===== src/rtl/platform_gen.sv =====
// Platform field generator: owns the N platform positions, scrolls them down
// behind a climbing doodle and respawns platforms that leave the bottom edge.
module platform_gen #(
  parameter int          W             = 640,
  parameter int          H             = 480,
  parameter int          X_MIN         = 140,
  parameter int          X_MAX         = 499,
  parameter int          PLATFORM_SIZE = 60,
  parameter int          N             = 8,
  parameter int          SPACING       = 60,
  parameter int          SCROLL_LINE   = 160,
  parameter int          DY_MAX        = 8,
  parameter logic [15:0] LFSR_SEED     = 16'hACE1
) (
  input  logic        Clk,
  input  logic        Reset,
  input  logic [1:0]  frame_clk_edge,
  input  logic [7:0]  state,
  input  logic [9:0]  Doodle_Y_in,
  output logic [9:0]  Platform_X [0:N-1],
  output logic [9:0]  Platform_Y [0:N-1],
  output logic [9:0]  scroll_dy,
  output logic [15:0] score,
  output logic        busy,
  output logic        frame_done
);

  localparam int IW          = (N > 1) ? $clog2(N) : 1;
  localparam int LAYOUT_Y0   = 460;
  localparam int LAYOUT_DX   = 40;
  // Respawn range is also clipped so a platform can never hang off screen.
  localparam int SPAN_PLAY   = X_MAX - X_MIN - PLATFORM_SIZE + 1;
  localparam int SPAN_SCREEN = W - PLATFORM_SIZE - X_MIN + 1;
  localparam int X_SPAN      = (SPAN_PLAY < SPAN_SCREEN) ? SPAN_PLAY : SPAN_SCREEN;

  localparam logic [IW-1:0] IDX_LAST = IW'(N - 1);
  localparam logic [9:0]    H_V      = 10'(H);
  localparam logic [9:0]    SCROLL_V = 10'(SCROLL_LINE);
  localparam logic [9:0]    DYMAX_V  = 10'(DY_MAX);
  localparam logic [9:0]    XMIN_V   = 10'(X_MIN);
  localparam logic [8:0]    SPAN_V   = 9'(X_SPAN);

  typedef enum logic [1:0] {IDLE, SCROLL, RESPAWN, COMMIT} fsm_t;

  fsm_t          fsm_q, fsm_d;
  logic [IW-1:0] idx_q, idx_d;
  logic [9:0]    dy_q, dy_d;
  logic [15:0]   lfsr_q, lfsr_d;
  logic [15:0]   score_q, score_d;
  logic [9:0]    scroll_dy_q, scroll_dy_d;
  logic          frame_done_q, frame_done_d;
  logic [9:0]    wx_q [0:N-1];
  logic [9:0]    wx_d [0:N-1];
  logic [9:0]    wy_q [0:N-1];
  logic [9:0]    wy_d [0:N-1];
  logic [9:0]    px_q [0:N-1];
  logic [9:0]    px_d [0:N-1];
  logic [9:0]    py_q [0:N-1];
  logic [9:0]    py_d [0:N-1];
  logic          tick;

  function automatic logic [9:0] layout_x(input int i);
    return 10'(X_MIN + LAYOUT_DX * i);
  endfunction

  function automatic logic [9:0] layout_y(input int i);
    return 10'(LAYOUT_Y0 - SPACING * i);
  endfunction

  function automatic logic [9:0] calc_dy(input logic [9:0] y);
    logic [9:0] diff;
    diff = SCROLL_V - y;
    if (y >= SCROLL_V)     return 10'd0;
    else if (diff > DYMAX_V) return DYMAX_V;
    else                     return diff;
  endfunction

  function automatic logic [9:0] respawn_x(input logic [8:0] r_raw);
    logic [8:0] r;
    r = r_raw;
    if (r >= SPAN_V) r = r - SPAN_V;
    return XMIN_V + {1'b0, r};
  endfunction

  function automatic logic [15:0] lfsr_next(input logic [15:0] l);
    return (l >> 1) ^ (l[0] ? 16'hB400 : 16'h0000);
  endfunction

  function automatic logic [15:0] sat_inc(input logic [15:0] s);
    return (s == 16'hFFFF) ? s : s + 16'd1;
  endfunction

  assign tick = (frame_clk_edge == 2'b01);

  always_comb begin
    fsm_d        = fsm_q;
    idx_d        = idx_q;
    dy_d         = dy_q;
    lfsr_d       = lfsr_q;
    score_d      = score_q;
    scroll_dy_d  = scroll_dy_q;
    frame_done_d = 1'b0;
    wx_d         = wx_q;
    wy_d         = wy_q;
    px_d         = px_q;
    py_d         = py_q;
    case (fsm_q)
      IDLE: begin
        if (tick) begin
          if (state == 8'd0) begin
            for (int i = 0; i < N; i++) begin
              wx_d[i] = layout_x(i);
              wy_d[i] = layout_y(i);
              px_d[i] = layout_x(i);
              py_d[i] = layout_y(i);
            end
            scroll_dy_d = 10'd0;
          end else if (state == 8'd1) begin
            dy_d  = calc_dy(Doodle_Y_in);
            idx_d = '0;
            fsm_d = SCROLL;
          end
        end
      end
      SCROLL: begin
        wy_d[idx_q] = wy_q[idx_q] + dy_q;
        if (idx_q == IDX_LAST) begin
          idx_d = '0;
          fsm_d = RESPAWN;
        end else begin
          idx_d = idx_q + IW'(1);
        end
      end
      RESPAWN: begin
        if (wy_q[idx_q] >= H_V) begin
          wy_d[idx_q] = wy_q[idx_q] - H_V;
          wx_d[idx_q] = respawn_x(lfsr_q[8:0]);
          lfsr_d      = lfsr_next(lfsr_q);
          score_d     = sat_inc(score_q);
        end
        if (idx_q == IDX_LAST) begin
          idx_d = '0;
          fsm_d = COMMIT;
        end else begin
          idx_d = idx_q + IW'(1);
        end
      end
      COMMIT: begin
        // Whole-field copy in one cycle so consumers never see a partial frame.
        px_d         = wx_q;
        py_d         = wy_q;
        scroll_dy_d  = dy_q;
        frame_done_d = 1'b1;
        fsm_d        = IDLE;
      end
      default: fsm_d = IDLE;
    endcase
  end

  always_ff @(posedge Clk) begin
    if (Reset) begin
      fsm_q        <= IDLE;
      idx_q        <= '0;
      dy_q         <= 10'd0;
      lfsr_q       <= LFSR_SEED;
      score_q      <= 16'd0;
      scroll_dy_q  <= 10'd0;
      frame_done_q <= 1'b0;
      for (int i = 0; i < N; i++) begin
        wx_q[i] <= layout_x(i);
        wy_q[i] <= layout_y(i);
        px_q[i] <= layout_x(i);
        py_q[i] <= layout_y(i);
      end
    end else begin
      fsm_q        <= fsm_d;
      idx_q        <= idx_d;
      dy_q         <= dy_d;
      lfsr_q       <= lfsr_d;
      score_q      <= score_d;
      scroll_dy_q  <= scroll_dy_d;
      frame_done_q <= frame_done_d;
      wx_q         <= wx_d;
      wy_q         <= wy_d;
      px_q         <= px_d;
      py_q         <= py_d;
    end
  end

  assign Platform_X = px_q;
  assign Platform_Y = py_q;
  assign scroll_dy  = scroll_dy_q;
  assign score      = score_q;
  assign busy       = (fsm_q != IDLE);
  assign frame_done = frame_done_q;

endmodule


===== config.mk =====
export PLATFORM = sky130hd
export DESIGN_NAME = platform_gen
export DESIGN_NICKNAME = d
export VERILOG_FILES = /design/src/rtl/platform_gen.sv
export SDC_FILE = /design/constraint.sdc
export NUM_CORES = 1
export LEC_CHECK = 0
export BUFFER_PORTS_ARGS = -buffer_cell sky130_fd_sc_hd__clkbuf_2
export CAP_MARGIN = 0
export CORE_ASPECT_RATIO = 1.25
export CORE_MARGIN = 2
export CORE_UTILIZATION = 25
export CTS_BUF_LIST = sky130_fd_sc_hd__clkbuf_2 sky130_fd_sc_hd__clkbuf_4 sky130_fd_sc_hd__clkbuf_8
export DETAILED_ROUTE_END_ITERATION = 10
export GPL_TIMING_DRIVEN = 0
export PLACE_DENSITY = 0.38
export SYNTH_ARGS = -nofsm -noshare
export SYNTH_HDL_FRONTEND = slang
export SYNTH_SLANG_ARGS = --single-unit

===== constraint.sdc =====
create_clock -name Clk -period 5.6 [get_ports Clk]
set_clock_uncertainty 0.15 [all_clocks]
set_input_delay 0.84 -clock Clk [delete_from_list [all_inputs] [get_ports Clk]]
set_output_delay 0.84 -clock Clk [all_outputs]
set_load 0.02 [all_outputs]

# Word level (Yosys, flattened, before mapping)
# Index checks and enable logic that the tools add are counted.
# totals
word_cells	126
reg_bits	378
inputBits	22
output_inout_bits	188
# op_classes
n_mux	39
eq_ne	14
n_lt_le_gt_ge	6
add_sub_neg	7
n_reduce_logical	17
n_bitwise	4
# op_table
cell	count
$mux W80	6
$pmux W80 S2	3
$bwmux W80	3
$pmux W80 S3	1
$mux W10	7
$bmux W10 S3	1
$demux W10 S3	1
$mux W9	3
$pmux W10 S2	1
$add A16 B1 Y16 const B	1
$eq A16 B16 Y1 const B	1
$mux W16	1
$reduce_and A4 Y1	4
$xor A15 B16 Y16	1
$ne A2 B2 Y1 const B	7
$mux W3	4
$add A10 B10 Y10	1
$add A8 B9 Y10 const A	1
$ge A10 B8 Y1 const B	1
$ge A10 B9 Y1 const B	1
$gt A10 B4 Y1 const B	1
$mux W2	5
$sub A10 B9 Y10 const B	1
$sub A8 B10 Y10 const A	1
other kinds (23)	30

# Logic depth before layout (Yosys ltp)
# logic_depth
depth_word	11
mapped_depth	16
depth_no_buf	13

# Worst setup path after synthesis
# No wires, ideal clock.
# synth_timing
kind	register to register
from	reg idx_q[1]
to	reg wy_q[56] (netlist bit)
stages_incl_launch_ff	16
path_buffers	3
setup_slack_ns	1.727
setup_ns	0.122
required_time_ns	5.328
period_less_slack_ns	3.873
t_arrival_ns	3.601
path_cell_list	dfxtp_1 buf_4 buf_6 buf_2 mux2_2 nand2_1 a21oi_1 a221o_1 ha_1 nor2b_1 o21a_1 o211a_1 or4_1 a32oi_1 o21ai_0 a221o_1
# synth_via
elab_chain_len	8
elab_cells_between_ends	18
classes_between	add/sub (2); order compare (3); eq/ne (1); mux (9); bitwise (1); reduce/logical (2)
# synth_rtl
item	line_no	text
start: declaration	46	logic [IW-1:0] idx_q, idx_d;
start signal: assignment	177	idx_q <= idx_d;
$not A3 Y4 (implied by the code) *	126, 135, 136	
$bmux W10 S3, or another cell as far along	126, 135, 136	
$mux W10 (implied by the code) or $logic_and A1 B1 Y1 (tied branches)	126, 135, 136	
$mux W10 (on tied branches)	126, 135, 136	
$sub A10 B9 Y10 or $demux W10 S3 (tied branches)	136, 126	
$bwmux W80	136	wy_d[idx_q] = wy_q[idx_q] - H_V;
$mux W80	135	if (wy_q[idx_q] >= H_V) begin
$pmux W80 S3	107	case (fsm_q)
end signal: indexed assignment	171	wy_q[i] <= layout_y(i);
end signal: assignment	184	wy_q <= wy_d;
end: declaration	54	logic [9:0] wy_q [0:N-1];
# Every way passes the cells marked *; elsewhere a longest branch is shown, timed or not. The select of a mux whose other input is x is not followed.
# A chain may end at the register's enable or synchronous reset.

# Worst setup path in the final report
# Ends and elaborated chain as after synthesis.

==> results_dict.tcl <==
set metrics [dict create \
    synthDominantCellAreaShare_pct 47.31 \
    layout.nets 2114 \
    comb_power_share_pct 5.8 \
    grt_pass1_wl_mm 103.0 \
    whs_path_depth 2 \
    die_h_um 286.8 \
    dr.pass1.iters 5 \
    post-place-ws_ns 0.2132 \
    core_area_sq_mm 0.06328 \
    p_int_mw 4.462 \
    slew_headroom_pct 0.9872 \
    slew_viol_final 0 \
    setup_viol 2 \
    critPathKind "flip-flop to flip-flop" \
    grt_max_degree 11 \
    async_flop_share_pct 0 \
    cts-root-buf "clkbuf_8" \
    grt_antenna_before_repair 1 \
    wirelength_mm 70.64 \
    synth_fp_nets 1834 \
    synthTopCellsByArea "dfxtp_1, a22oi_1, nand2_1" \
    switching_share_pct 25.69 \
    htreeDepth 3 \
    final_cell_mix "dfxtp_1, clkbuf_2, nand2_1, nor2_1, a22oi_1" \
    grt_pass1_vias 15110 \
    synth.ff_latch_count 378 \
    startpoint_type "flip-flop" \
    period_needed_ns 5.616 \
    crit_path_end_kind "flip-flop" \
    clkTransAtPathRegs_ns 0.06 \
    clock_power_share_pct 48.7 \
    vias 15260 \
    yosysWarningCount 0 \
    placementRows 103 \
    cts.sinks 378 \
    die_w_um 230.2 \
    fin_ws_ns -0.01617 \
    fill_cells 6728 \
    initial_core_util_pct 25.28 \
    overflow 0 \
    synth_largest_area_cell "dfxtp_1" \
    cap_viol_max_count 1 \
    tightest_slew_ns 1.474 \
    synth_area_sq_mm 0.01599 \
    pwr-share-seq_pct 45.5 \
    p_per_area_mw_per_mm2 306.4 \
    crit_arrival_ns 6.04 \
    hpwl_mm 53.54 \
    grt.total_usage_pct 21.02 \
    reg2reg_depth 12 \
    violations "capacitance limit, setup timing" \
    fin_util_pct 30.97 \
    drc 0 \
    io_pins 210 \
    cts_tree "done" \
    postCtsSetupRepairBufs 0 \
    yosysSeqAreaShare_pct 47.31 \
    viasPerCell 5.154 \
    rsz0062_at_grt "false" \
    required_ns 6.03 \
    ys_types 87 \
    drive_above_1_share_pct 19.35 \
    timing.setup.tns_ns -0.02105 \
    power.total_mw 6.004 \
    p_sw_mw 1.542 \
    ant_nets 0 \
    max-vdd-ir-drop_uv 150.0 \
    syn_to_final_growth_pct 22.51 \
    globalplace.congestion 0.9303 \
    finalCritPeriodShare_pct 100.3 \
    final_common_cell "dfxtp_1" \
    clkLatencyLatePin_ns 0.69 \
    synth_cells 1791 \
    drt-initial-drc-count 1005 \
    max_freq_mhz 178.1 \
    die_area_sq_mm 0.06603 \
    cts.path.max_buffers 3 \
    cts_buffers 70 \
    portBuffers 208 \
    hold_buffers 0 \
    min_path_type "primary input to flip-flop" \
    synth_edf_count 0 \
    synth.avg_cell_area_sq_um 8.930 \
    rr_startpoint "idx_q[1]$_SDFFE_PP0P_" \
    min_from "Doodle_Y_in[0]" \
    yosys_most_used_dff "dfxtp_1" \
    cts_resized 0 \
    status "finished with violations" \
    power_leakage_nw 7.033 \
    crit_start "idx_q[1]$_SDFFE_PP0P_" \
    wire_per_inst_um 23.86 \
    cp_max_fo 10 \
    final-hold-violation-count 0 \
]
## logic make-up (layout without fill, tap and decap cells)
family | Yosys count | count (layout) | share of synthesized area (%)
AND/OR/NAND/NOR | 560 | 560 | 15.89
XOR/XNOR | 17 | 17 | 1.017
flip-flops | 378 | 378 | 47.31
other | 0 | 1 | 0
adder cells (fa/ha/maj) | 21 | 21 | 1.690
buffers and inverters | 187 | 515 | 4.835
multiplexers | 51 | 51 | 3.857
AO/OA/AOI/OAI | 577 | 577 | 25.40
## worst max-delay path, stage by stage (launching register included)
cell     delay [ns]
dfxtp_1        0.34
buf_4          0.26
buf_6          0.21
buf_2          0.31
nor3b_2        1.02
a22oi_1        0.21
o21ai_0        0.47
ha_1           0.45
o211a_1        0.17
or4_1          0.49
a32oi_1        0.80
o21ai_0        0.23
a221o_1        0.38
## power by group through the flow
| stage | Clock (mW) | Combinational, mW | Sequential [mW] |
|---|---|---|---|
| finish | 2.92 | 0.349 | 2.73 |
| global route | 3.13 | 0.374 | 2.73 |
| CTS | 3.01 | 0.350 | 2.73 |
| detailed placement | 0 | 0.349 | 2.79 |
| global placement | 0 | 0.347 | 2.79 |
| floorplan | 0 | 0.205 | 2.77 |
## synthesized netlist by cell type, drive strengths merged, types with 5 or more instances
cell and n:
or3 8, dfxtp 378, and3 7, o22ai 66, a211oi 23, nand2b 12, o31ai 8, nor2b 10
mux2i 29, nand2 188, nor3 40, a221o 21, clkbuf 110, o32ai 20, nand4 16, nor2 189
a21oi 105, or4 7, inv 39, and2 20, mux2 15, a32o 21, nand3b 7, mux4 7
buf 37, o211ai 20, xnor2 14, a2111oi 11, o21ai 109, nand3 39, a22oi 122, o21a 5
a41oi 5, ha 20, a22o 6
## flip-flops by register name, indices dropped and copies added (netlist names)
signal / flops
wy_q: 80
scroll_dy: 10
Platform_X: 80
fsm_q: 2
wx_q: 80
Platform_Y: 80
lfsr_q: 16
dy_q: 10
idx_q: 3
frame_done: 1
score: 16
## stage by stage
step	cells	hold slack, ns	cell area, sq um
after floorplan	1791	0.2802	15990
after global placement	2839	0.2958	18090
after detailed placement	2839	0.2945	18090
after CTS	2959	0.2575	19590
after global routing	2960	0.3038	19600
final	2960	0.3028	19600
## metal layers
| layer | up-vias | share of wire, % | GRT usage, % |
|---|---|---|---|
| met5 | - | 0 | 0 |
| met4 | 0 | 4.2 | 9.919 |
| met2 | 450 | 51 | 37.60 |
| li1 | 7175 | - | - |
| met1 | 7502 | 41 | 24.57 |
| met3 | 128 | 4.2 | 3.135 |
## path summary, 6_finish.rpt
kind,end,slack (ns)
min reg2reg,lfsr_q[8]$_SDFFE_PP0P_,0.31
max reg2reg,wy_q[56]$_SDFFE_PP1P_,-0.02
max,wy_q[56]$_SDFFE_PP1P_,-0.02
min,dy_q[0]$_SDFFE_PP0P_,0.30
## area by class of cell
class / count / area (sq um) / share of cell area (%)
inverters: 40 / 150.1 / 0.7662
diodes: 1 / 2.502 / 0.01277
clock buffers: 104 / 1294 / 6.602
flip-flops and latches: 378 / 7567 / 38.62
plain buffers: 147 / 623.1 / 3.180
repair buffers: 208 / 1041 / 5.313
multi-input cells: 1226 / 7654 / 39.06
clock inverters: 16 / 212.7 / 1.086
well taps: 840 / 1051 / 5.364
Power figures use the tool's default switching activity.
